File: src/rtl/vga_timing_ctrl_pkg.sv
// +----------------------------------------------------------------------------+
// | vga_timing_ctrl_pkg                                                        |
// | Default 640x480@60 raster constants, shared with the colour generator.    |
// | Revision: 1.0                                                              |
// +----------------------------------------------------------------------------+
`default_nettype none

package vga_timing_ctrl_pkg;

  localparam int C_CNT_W   = 10;
  localparam int C_MAX_CNT = 1 << C_CNT_W;

  localparam int C_H_ACTIVE = 640;
  localparam int C_H_FP     = 16;
  localparam int C_H_SYNC   = 96;
  localparam int C_H_BP     = 48;
  localparam int C_H_TOTAL  = C_H_ACTIVE + C_H_FP + C_H_SYNC + C_H_BP;

  localparam int C_V_ACTIVE = 480;
  localparam int C_V_FP     = 10;
  localparam int C_V_SYNC   = 2;
  localparam int C_V_BP     = 33;
  localparam int C_V_TOTAL  = C_V_ACTIVE + C_V_FP + C_V_SYNC + C_V_BP;

  // Level driven on hsync/vsync inside the pulse window.
  localparam logic C_SYNC_ACTIVE = 1'b0;

endpackage

`default_nettype wire

File: src/rtl/vga_axis_timing.sv
// +----------------------------------------------------------------------------+
// | vga_axis_timing                                                            |
// | One raster axis: enabled wrap counter with registered active/sync decode. |
// | Revision: 1.0                                                              |
// +----------------------------------------------------------------------------+
`default_nettype none

module vga_axis_timing
  import vga_timing_ctrl_pkg::*;
#(
  parameter int ACTIVE = C_H_ACTIVE,
  parameter int FP     = C_H_FP,
  parameter int SYNC   = C_H_SYNC,
  parameter int BP     = C_H_BP
) (
  input  logic               clk,
  input  logic               i_rst_n,
  input  logic               i_sclr,
  input  logic               i_en,
  output logic [C_CNT_W-1:0] o_cnt,
  output logic               o_active,
  output logic               o_sync_n,
  output logic               o_wrap
);

  localparam int c_total = ACTIVE + FP + SYNC + BP;
  localparam logic [C_CNT_W-1:0] c_last    = C_CNT_W'(c_total - 1);
  localparam logic [C_CNT_W:0]   c_active  = (C_CNT_W + 1)'(ACTIVE);
  localparam logic [C_CNT_W:0]   c_sync_lo = (C_CNT_W + 1)'(ACTIVE + FP);
  localparam logic [C_CNT_W:0]   c_sync_hi = (C_CNT_W + 1)'(ACTIVE + FP + SYNC);

  if (c_total > C_MAX_CNT) begin : g_total_chk
    $error("vga_axis_timing: axis total %0d exceeds counter range %0d", c_total, C_MAX_CNT);
  end

  logic [C_CNT_W-1:0] w_cnt_nxt;
  logic [C_CNT_W:0]   w_cnt_x;
  logic               w_in_sync;

  assign o_wrap = (o_cnt == c_last);

  always_comb begin
    w_cnt_nxt = o_cnt;
    if (i_en) begin
      w_cnt_nxt = o_wrap ? '0 : o_cnt + 1'b1;
    end
  end

  // Decode uses one extra bit so a window ending exactly at 1024 still compares correctly.
  assign w_cnt_x   = {1'b0, w_cnt_nxt};
  assign w_in_sync = (w_cnt_x >= c_sync_lo) && (w_cnt_x < c_sync_hi);

  always_ff @(posedge clk or negedge i_rst_n) begin
    if (!i_rst_n) begin
      o_cnt    <= c_last;
      o_active <= 1'b0;
      o_sync_n <= ~C_SYNC_ACTIVE;
    end else if (i_sclr) begin
      o_cnt    <= c_last;
      o_active <= 1'b0;
      o_sync_n <= ~C_SYNC_ACTIVE;
    end else begin
      o_cnt    <= w_cnt_nxt;
      o_active <= (w_cnt_x < c_active);
      o_sync_n <= w_in_sync ? C_SYNC_ACTIVE : ~C_SYNC_ACTIVE;
    end
  end

endmodule

`default_nettype wire

File: src/rtl/vga_timing_ctrl.sv
// +----------------------------------------------------------------------------+
// | vga_timing_ctrl                                                            |
// | VGA raster timing: pixel enable, h/v counters, syncs, enables, indices.   |
// | Option VGA_EXT_PXCLK_EN: pixel enable taken from i_px_clk, no prescaler.  |
// | Revision: 1.0                                                              |
// +----------------------------------------------------------------------------+
`default_nettype none

module vga_timing_ctrl
  import vga_timing_ctrl_pkg::*;
#(
  parameter int PX_DIV   = 4,
  parameter int H_ACTIVE = C_H_ACTIVE,
  parameter int H_FP     = C_H_FP,
  parameter int H_SYNC   = C_H_SYNC,
  parameter int H_BP     = C_H_BP,
  parameter int V_ACTIVE = C_V_ACTIVE,
  parameter int V_FP     = C_V_FP,
  parameter int V_SYNC   = C_V_SYNC,
  parameter int V_BP     = C_V_BP
) (
  input  logic               clk,
  input  logic               i_rst_n,
  input  logic               i_sclr,
`ifdef VGA_EXT_PXCLK_EN
  input  logic               i_px_clk,
`endif
  output logic               o_px_en,
  output logic               o_hsync,
  output logic               o_vsync,
  output logic               o_haddr_en,
  output logic               o_vaddr_en,
  output logic [C_CNT_W-1:0] o_hidx,
  output logic [C_CNT_W-1:0] o_vidx,
  output logic               o_line_start,
  output logic               o_frame_start
);

  if (PX_DIV < 1 || PX_DIV > 16) begin : g_div_chk
    $error("vga_timing_ctrl: PX_DIV %0d outside 1..16", PX_DIV);
  end

  logic w_px_en;
  logic w_h_wrap;
  logic w_v_wrap;
  logic r_line_start;
  logic r_frame_start;

`ifdef VGA_EXT_PXCLK_EN
  assign w_px_en = i_px_clk;
`else
  localparam int c_pw = (PX_DIV > 1) ? $clog2(PX_DIV) : 1;
  localparam logic [c_pw-1:0] c_pmax = c_pw'(PX_DIV - 1);

  logic [c_pw-1:0] r_pcnt;

  always_ff @(posedge clk or negedge i_rst_n) begin
    if (!i_rst_n) begin
      r_pcnt <= '0;
    end else if (i_sclr) begin
      r_pcnt <= '0;
    end else begin
      r_pcnt <= (r_pcnt == c_pmax) ? '0 : r_pcnt + 1'b1;
    end
  end

  // With PX_DIV=1 the counter is pinned at 0 == c_pmax, so the enable is constant 1.
  assign w_px_en = (r_pcnt == c_pmax);
`endif

  vga_axis_timing #(
    .ACTIVE (H_ACTIVE),
    .FP     (H_FP),
    .SYNC   (H_SYNC),
    .BP     (H_BP)
  ) u_h_axis (
    .clk      (clk),
    .i_rst_n  (i_rst_n),
    .i_sclr   (i_sclr),
    .i_en     (w_px_en),
    .o_cnt    (o_hidx),
    .o_active (o_haddr_en),
    .o_sync_n (o_hsync),
    .o_wrap   (w_h_wrap)
  );

  vga_axis_timing #(
    .ACTIVE (V_ACTIVE),
    .FP     (V_FP),
    .SYNC   (V_SYNC),
    .BP     (V_BP)
  ) u_v_axis (
    .clk      (clk),
    .i_rst_n  (i_rst_n),
    .i_sclr   (i_sclr),
    .i_en     (w_px_en & w_h_wrap),
    .o_cnt    (o_vidx),
    .o_active (o_vaddr_en),
    .o_sync_n (o_vsync),
    .o_wrap   (w_v_wrap)
  );

  always_ff @(posedge clk or negedge i_rst_n) begin
    if (!i_rst_n) begin
      r_line_start  <= 1'b0;
      r_frame_start <= 1'b0;
    end else if (i_sclr) begin
      r_line_start  <= 1'b0;
      r_frame_start <= 1'b0;
    end else begin
      r_line_start  <= w_px_en & w_h_wrap;
      r_frame_start <= w_px_en & w_h_wrap & w_v_wrap;
    end
  end

  assign o_px_en       = w_px_en;
  assign o_line_start  = r_line_start;
  assign o_frame_start = r_frame_start;

endmodule

`default_nettype wire
File: config.mk
export PLATFORM = sky130hd
export DESIGN_NAME = vga_timing_ctrl
export DESIGN_NICKNAME = d
export VERILOG_FILES = /design/src/rtl/vga_timing_ctrl_pkg.sv /design/src/rtl/vga_axis_timing.sv /design/src/rtl/vga_timing_ctrl.sv
export SDC_FILE = /design/constraint.sdc
export NUM_CORES = 1
export LEC_CHECK = 0
export CORE_AREA = 2 2 69 71
export DETAILED_ROUTE_END_ITERATION = 8
export DIE_AREA = 0 0 71 73
export PLACE_DENSITY = 0.72
export SETUP_SLACK_MARGIN = 0.02
export SLEW_MARGIN = 20
export SYNTH_ARGS = -nofsm -noshare
export SYNTH_HDL_FRONTEND = slang
export SYNTH_SLANG_ARGS = --single-unit
File: constraint.sdc
create_clock -name clk -period 2.2 [get_ports clk]
set_clock_uncertainty 0.1 [all_clocks]
set_input_delay 0.22 -clock clk [delete_from_list [all_inputs] [get_ports clk]]
set_output_delay 0.22 -clock clk [all_outputs]
set_load 0.02 [all_outputs]
Yosys cells after proc, flatten, opt, wreduce, memory -nomap -nowiden --
Cells that the tools add are included.
Storage, ports and cells: bits in registers 28
Operators by class: equal/unequal tests 3, $lt $le $gt $ge 6, bitwise gates (word level) 2, reduce and logical (&&, ||, !) cells 2, muxes and demuxes 16, $add $sub $neg 3
Operator list (count):
- 10-bit 2-to-1 mux | 6
- 10-bit by 1-bit adder with 10-bit output (second input constant) | 2
- 10-bit equality test (second input constant) | 2
- 10-bit less-than comparator (second input constant) | 2
- 10-bit by 9-bit less-than comparator with 1-bit output (second input constant) | 2
- 10-bit greater-or-equal comparator (second input constant) | 1
- 10-bit by 9-bit greater-or-equal comparator with 1-bit output (second input constant) | 1
- 1-bit 2-to-1 mux | 8
- 2-bit 2-to-1 mux | 2
- 2-bit by 1-bit adder with 2-bit output (second input constant) | 1
- 1-bit AND | 2
- 2-bit equality test (second input constant) | 1
- 1-bit logical AND | 2

Logic depth before layout (Yosys ltp) --
word-level depth 7, mapped depth 7, depth with buffers taken out 7

Cells and area by module --
Synthesis repeated with hierarchy kept, for this count alone.
Second synthesis, totals: cell total of the unflattened synthesis 152, area, all modules 1562.7 µm²
By module, submodules not included:
- vga_axis_timing at u_v_axis | cells an instance 77, sequential area each 305.3 µm², times used 1, area an instance 752.0 µm²
- vga_axis_timing at u_h_axis | cells an instance 65, sequential area each 310.3 µm², times used 1, area an instance 659.4 µm²
- vga_timing_ctrl | cells an instance 10, sequential area each 100.1 µm², times used 1, area an instance 151.4 µm²

Worst setup path after synthesis --
Ideal clock, no wire load.
kind register -> register, start register u_h_axis.o_cnt[0], end register u_v_axis.o_sync_n, data arrival time 1850 ps, path buffers 0, slack 155 ps, clock period less this slack 2045 ps, required time 2005 ps, cell stages (with the launch flop) 7, path through dfstp_2 ha_1 and2_2 nand4_2 a2111oi_1 o22a_2 nand4b_4
Between the ends: longest elaborated chain between the ends 7, elaborated cells between the ends (all ways) 8
Ends and longest elaborated chain:
- start: declaration | line vga_axis_timing.sv:20 | output logic [C_CNT_W-1:0] o_cnt,
- start signal: assignment | line vga_axis_timing.sv:55 | o_cnt <= c_last;
- start signal: assignment | line vga_axis_timing.sv:59 | o_cnt <= c_last;
- start signal: assignment | line vga_axis_timing.sv:63 | o_cnt <= w_cnt_nxt;
- 10-bit equality test (*) | line vga_axis_timing.sv:40 | assign o_wrap = (o_cnt == c_last);
- 1-bit AND (*) | line vga_timing_ctrl.sv:96 | .i_en (w_px_en & w_h_wrap),
- 10-bit 2-to-1 mux (*) | line vga_axis_timing.sv:44 | if (i_en) begin
- 10-bit by 9-bit greater-or-equal comparator with 1-bit output / 10-bit by 9-bit less-than comparator with 1-bit output (equally long branches) | line vga_axis_timing.sv:51 | assign w_in_sync = (w_cnt_x >= c_sync_lo) && (w_cnt_x < c_sync_hi);
- 1-bit logical AND (*) | line vga_axis_timing.sv:51
- 1-bit 2-to-1 mux (*) | line vga_axis_timing.sv:65 | o_sync_n <= w_in_sync ? C_SYNC_ACTIVE : ~C_SYNC_ACTIVE;
- 1-bit 2-to-1 mux (*) | line vga_axis_timing.sv:58 | end else if (i_sclr) begin
- end signal: assignment | line vga_axis_timing.sv:57 | o_sync_n <= ~C_SYNC_ACTIVE;
- end signal: assignment | line vga_axis_timing.sv:61 | o_sync_n <= ~C_SYNC_ACTIVE;
- end signal: assignment | line vga_axis_timing.sv:65
- end: declaration | line vga_axis_timing.sv:22 | output logic o_sync_n,
Mark *: on every way between the ends. The rest lies on a longest branch, timed or not.

Worst setup path in the final report --
Ends and elaborated chain as after synthesis.

==> reports/results.txt <==
The run finished with clean final reports. From bottom edge to top edge, the die measures 73 µm. The global placement routability congestion is 0.901.

In the layout the commonest cells are sky130_fd_sc_hd__clkdlybuf4s50_1, sky130_fd_sc_hd__buf_4, sky130_fd_sc_hd__dfrtp_1. Top cell family by delay on the critical path: simple AND/OR/NAND/NOR gates. The total global routing overflow is 0, and the wire length per cell is 14.5 µm. The peak supply drop came out at 228 µV. Across the run, the number of max-cap violations was 0.

The highest clock rate was 491 MHz. The shortest clock period the worst path allows after layout works out to 2.04 ns. Detailed routing inserted a total of 1590 vias. After the first detailed-routing iteration, the DRC count stood at 96. The tools report the critical path launch point type as a register. The number of warnings reported in the yosys synthesis log is 0. The number of antenna violations at the first check in global routing is 0. Of all cell types, the one taking the most synthesized area is sky130_fd_sc_hd__dfrtp_1. Setup repair after global routing left no endpoint under its margin.

The logs give 30 for the number of placed I/O pins and 197 for the post-synth net total. In the final design database the tool counted 238 nets. The first detailed-routing pass ran for 4 iterations. Of the cells placed in the final design, the portion with a size suffix greater than 1 is 20.4%.

Together, buffers and inverters on the worst path number 0. Summed over all failing endpoints, the final setup total negative slack is 0 ns. The growth of design area from synthesis to finish was 29.1%; the post-cts gate resize count was 0.

The logs give 0 for the hold violation count in the final report and 5180 µm² for the die area. The region available for standard cell placement spans 4540 µm². The run gives 2 as the maximum clock insertion buffer count. The tools report the number of unique standard cell types used by synthesis as 51. The maximum fanout encountered on the critical timing path came out at 13.

The most common flop cell mapped by yosys was sky130_fd_sc_hd__dfrtp_1. Walking the worst path, the cells encountered are ha_2, and2_2, and4_4, o21ai_1, a221o_1, nand4b_4. In this design, the stage delay of the slowest critical-path cell is 0.54 ns.

Setup violations remaining at the end of the flow were counted as 0. Buffers added to address setup during post-CTS repair amount to 0. Ranked by total cell area, the synthesized netlist is headed by sky130_fd_sc_hd__dfrtp_1, sky130_fd_sc_hd__dfstp_2, sky130_fd_sc_hd__xnor2_1. The transition time at the pin with the least slew margin is 0.370 ns. The fraction of the core area covered by cells at the end of the flow is 50.0%. Worst setup path category: reg -> reg. The cell type of the slowest stage on the worst timing path is sky130_fd_sc_hd__dfstp_2. Counting flops with a built-in enable in the synthesized netlist gives 0.

Clock latency on the worst-skew pair, taken at its later pin, is 0.28 ns. Leaving out fill and tap cells, the most frequent cell in the layout is sky130_fd_sc_hd__clkdlybuf4s50_1. TritonCTS built the clock tree.

The number of pins with negative max-slew slack in the final report was 0; the proportion of register bits with asynchronous set or reset after synthesis was 100%. The first global-routing pass estimated 7.16 mm of wire. The sum of net half-perimeters after detailed placement was 2.94 mm. For the worst setup path, the data arrival time is 2.14 ns. Buffers inserted during clock tree synthesis total 3. The floorplan die width came out at 71 µm. The antenna cell count was 0; the power density over the cells was 526 nW/µm².

The via count of the first global-routing pass was 1481; the clock slew seen by the registers of the worst setup and hold paths was 0.10 ns. The clock root buffer master was sky130_fd_sc_hd__clkbuf_8. Flip-flop and latch count after synthesis: 28. Entering global routing, the biggest net connects 29 pins. The floorplan has 25 rows. The tools report the tightest hold margin as 0.212 ns.

The worst path uses 92.6% of the clock period. Summed over all cells, the static leakage comes to 0.869 nW. The total of hold buffers inserted after clock tree synthesis is 0, and the number of input and output port buffers inserted is 29. For this configuration, the core starts out at a cell density of 38.7%. After layout, the design draws a total of 1.19 mW. The worst-case headroom to the max-slew limit was 75.1%. The instance count of the mapped netlist came out at 190. The endpoint class of the critical path was a register. Mean number of vias per cell: 5.60. The top cell type by area accounts for 22.8% of the synthesized area.

Data on the critical path is required at its endpoint by 2.30 ns. The share of synthesized area occupied by flip-flops and latches is 40.7%. The remaining routing DRC violations was 0. The worst hold path belongs to the class in -> async. The total number of H-tree levels came out at 1. The remaining antenna violation count was 0; the overall track demand over capacity in global routing was 17.0%. For this block, the routed nets add up to 4.12 mm of wire.

The synthesized netlist occupies a cell area of 1760 µm². The number of clock sinks was 28; the average cell area after synthesis was 9.25 µm².
-- sequential cells by signal, indices dropped and copies added (netlist names) --
register	count
u_v_axis.o_active	1
u_h_axis.o_cnt	10
u_v_axis.o_sync_n	1
o_line_start	1
u_h_axis.o_active	1
o_frame_start	1
u_v_axis.o_cnt	10
r_pcnt	2
u_h_axis.o_sync_n	1
-- per-stage QoR --
| step | cells | setup WS, ns | area [µm²] |
|---|---|---|---|
| after global routing | 284 | 0.0458 | 2270 |
| after detailed placement | 280 | 0.127 | 2190 |
| after CTS | 284 | 0.114 | 2250 |
| final | 284 | 0.163 | 2270 |
| after global placement | 280 | 0.176 | 2190 |
| after floorplan | 190 | 0.155 | 1760 |
-- power by group --
part / total, mW / switching [mW] / leakage, nW / internal [mW]
registers: 0.571 / 0.0213 / 0.347 / 0.550
logic: 0.297 / 0.166 / 0.493 / 0.131
clock network: 0.325 / 0.165 / 0.0288 / 0.160
total: 1.19 / 0.352 / 0.869 / 0.841
-- worst register-to-register path, stage by stage (launching register included) --
cell                       delay [ns]
sky130_fd_sc_hd__dfstp_2         0.54
sky130_fd_sc_hd__ha_2            0.22
sky130_fd_sc_hd__and2_2          0.18
sky130_fd_sc_hd__and4_4          0.33
sky130_fd_sc_hd__o21ai_1         0.09
sky130_fd_sc_hd__a221o_1         0.33
sky130_fd_sc_hd__nand4b_4        0.17
-- path summary, 6_finish.rpt --
| kind | start | to | slack, ns | depth (start not counted) |
|---|---|---|---|---|
| max in group asynchronous | i_rst_n | u_v_axis.o_cnt[9] | 1.48 | 2 |
| worst max-delay path | u_h_axis.o_cnt[0] | u_v_axis.o_sync_n | 0.16 | 6 |
| worst min-delay path | i_rst_n | r_pcnt[0] | 0.21 | 2 |
| min in group clk | r_pcnt[0] | r_pcnt[0] | 0.33 | 1 |
| worst min register to register | r_pcnt[0] | r_pcnt[0] | 0.33 | 1 |
| worst max register to register | u_h_axis.o_cnt[0] | u_v_axis.o_sync_n | 0.16 | 6 |
-- layout make-up --
| type | instances | area (µm²) |
|---|---|---|
| clock buffer | 4 | 55.1 |
| fill | 432 | 2270 |
| inverter | 7 | 26.3 |
| multi-input combinational | 144 | 966 |
| sequential | 28 | 716 |
| tap | 54 | 67.6 |
| timing repair buffer | 47 | 438 |
-- synthesized netlist by cell type, drive strengths merged (2+ instances only) --
cell type / number
nor2b: 5
dfstp: 12
and3: 5
xnor2: 7
o211ai: 2
clkbuf: 4
a21oi: 11
nor3: 9
nor4: 4
a2111oi: 2
nand4b: 3
nand3: 12
mux2i: 2
nand2: 14
xor2: 2
and2: 4
or4: 2
a31oi: 2
dfrtp: 16
or3: 5
and4: 2
a21o: 2
o21ai: 7
inv: 7
nand2b: 4
a221o: 3
buf: 7
nand4: 5
and4bb: 2
ha: 4
nor2: 14
-- cell families (layout without fill, tap and decap cells) --
family                     after synthesis  in the layout  share of synthesized area, %
muxes                                    2              2                          1.14
and+or+nand+nor                         92             92                          31.3
xor gates and xnor gates                 9              9                          4.49
adders and majority gates                4              4                          2.85
DFF                                     28             28                          40.7
AOI/OAI and AO/OA                       37             37                          14.2
buffers and inverters                   18             58                          5.34
-- per-layer routing --
layer  routed length [µm]  global-route usage (%)  vias up
met1                 2030                    25.4      772
met4                   72                    6.50        0
met5                    0                       0        -
li1                     -                       -      775
met2                 1910                    25.5       36
met3                  109                    1.24        7
Note: power is estimated with default switching activity, not from simulation.
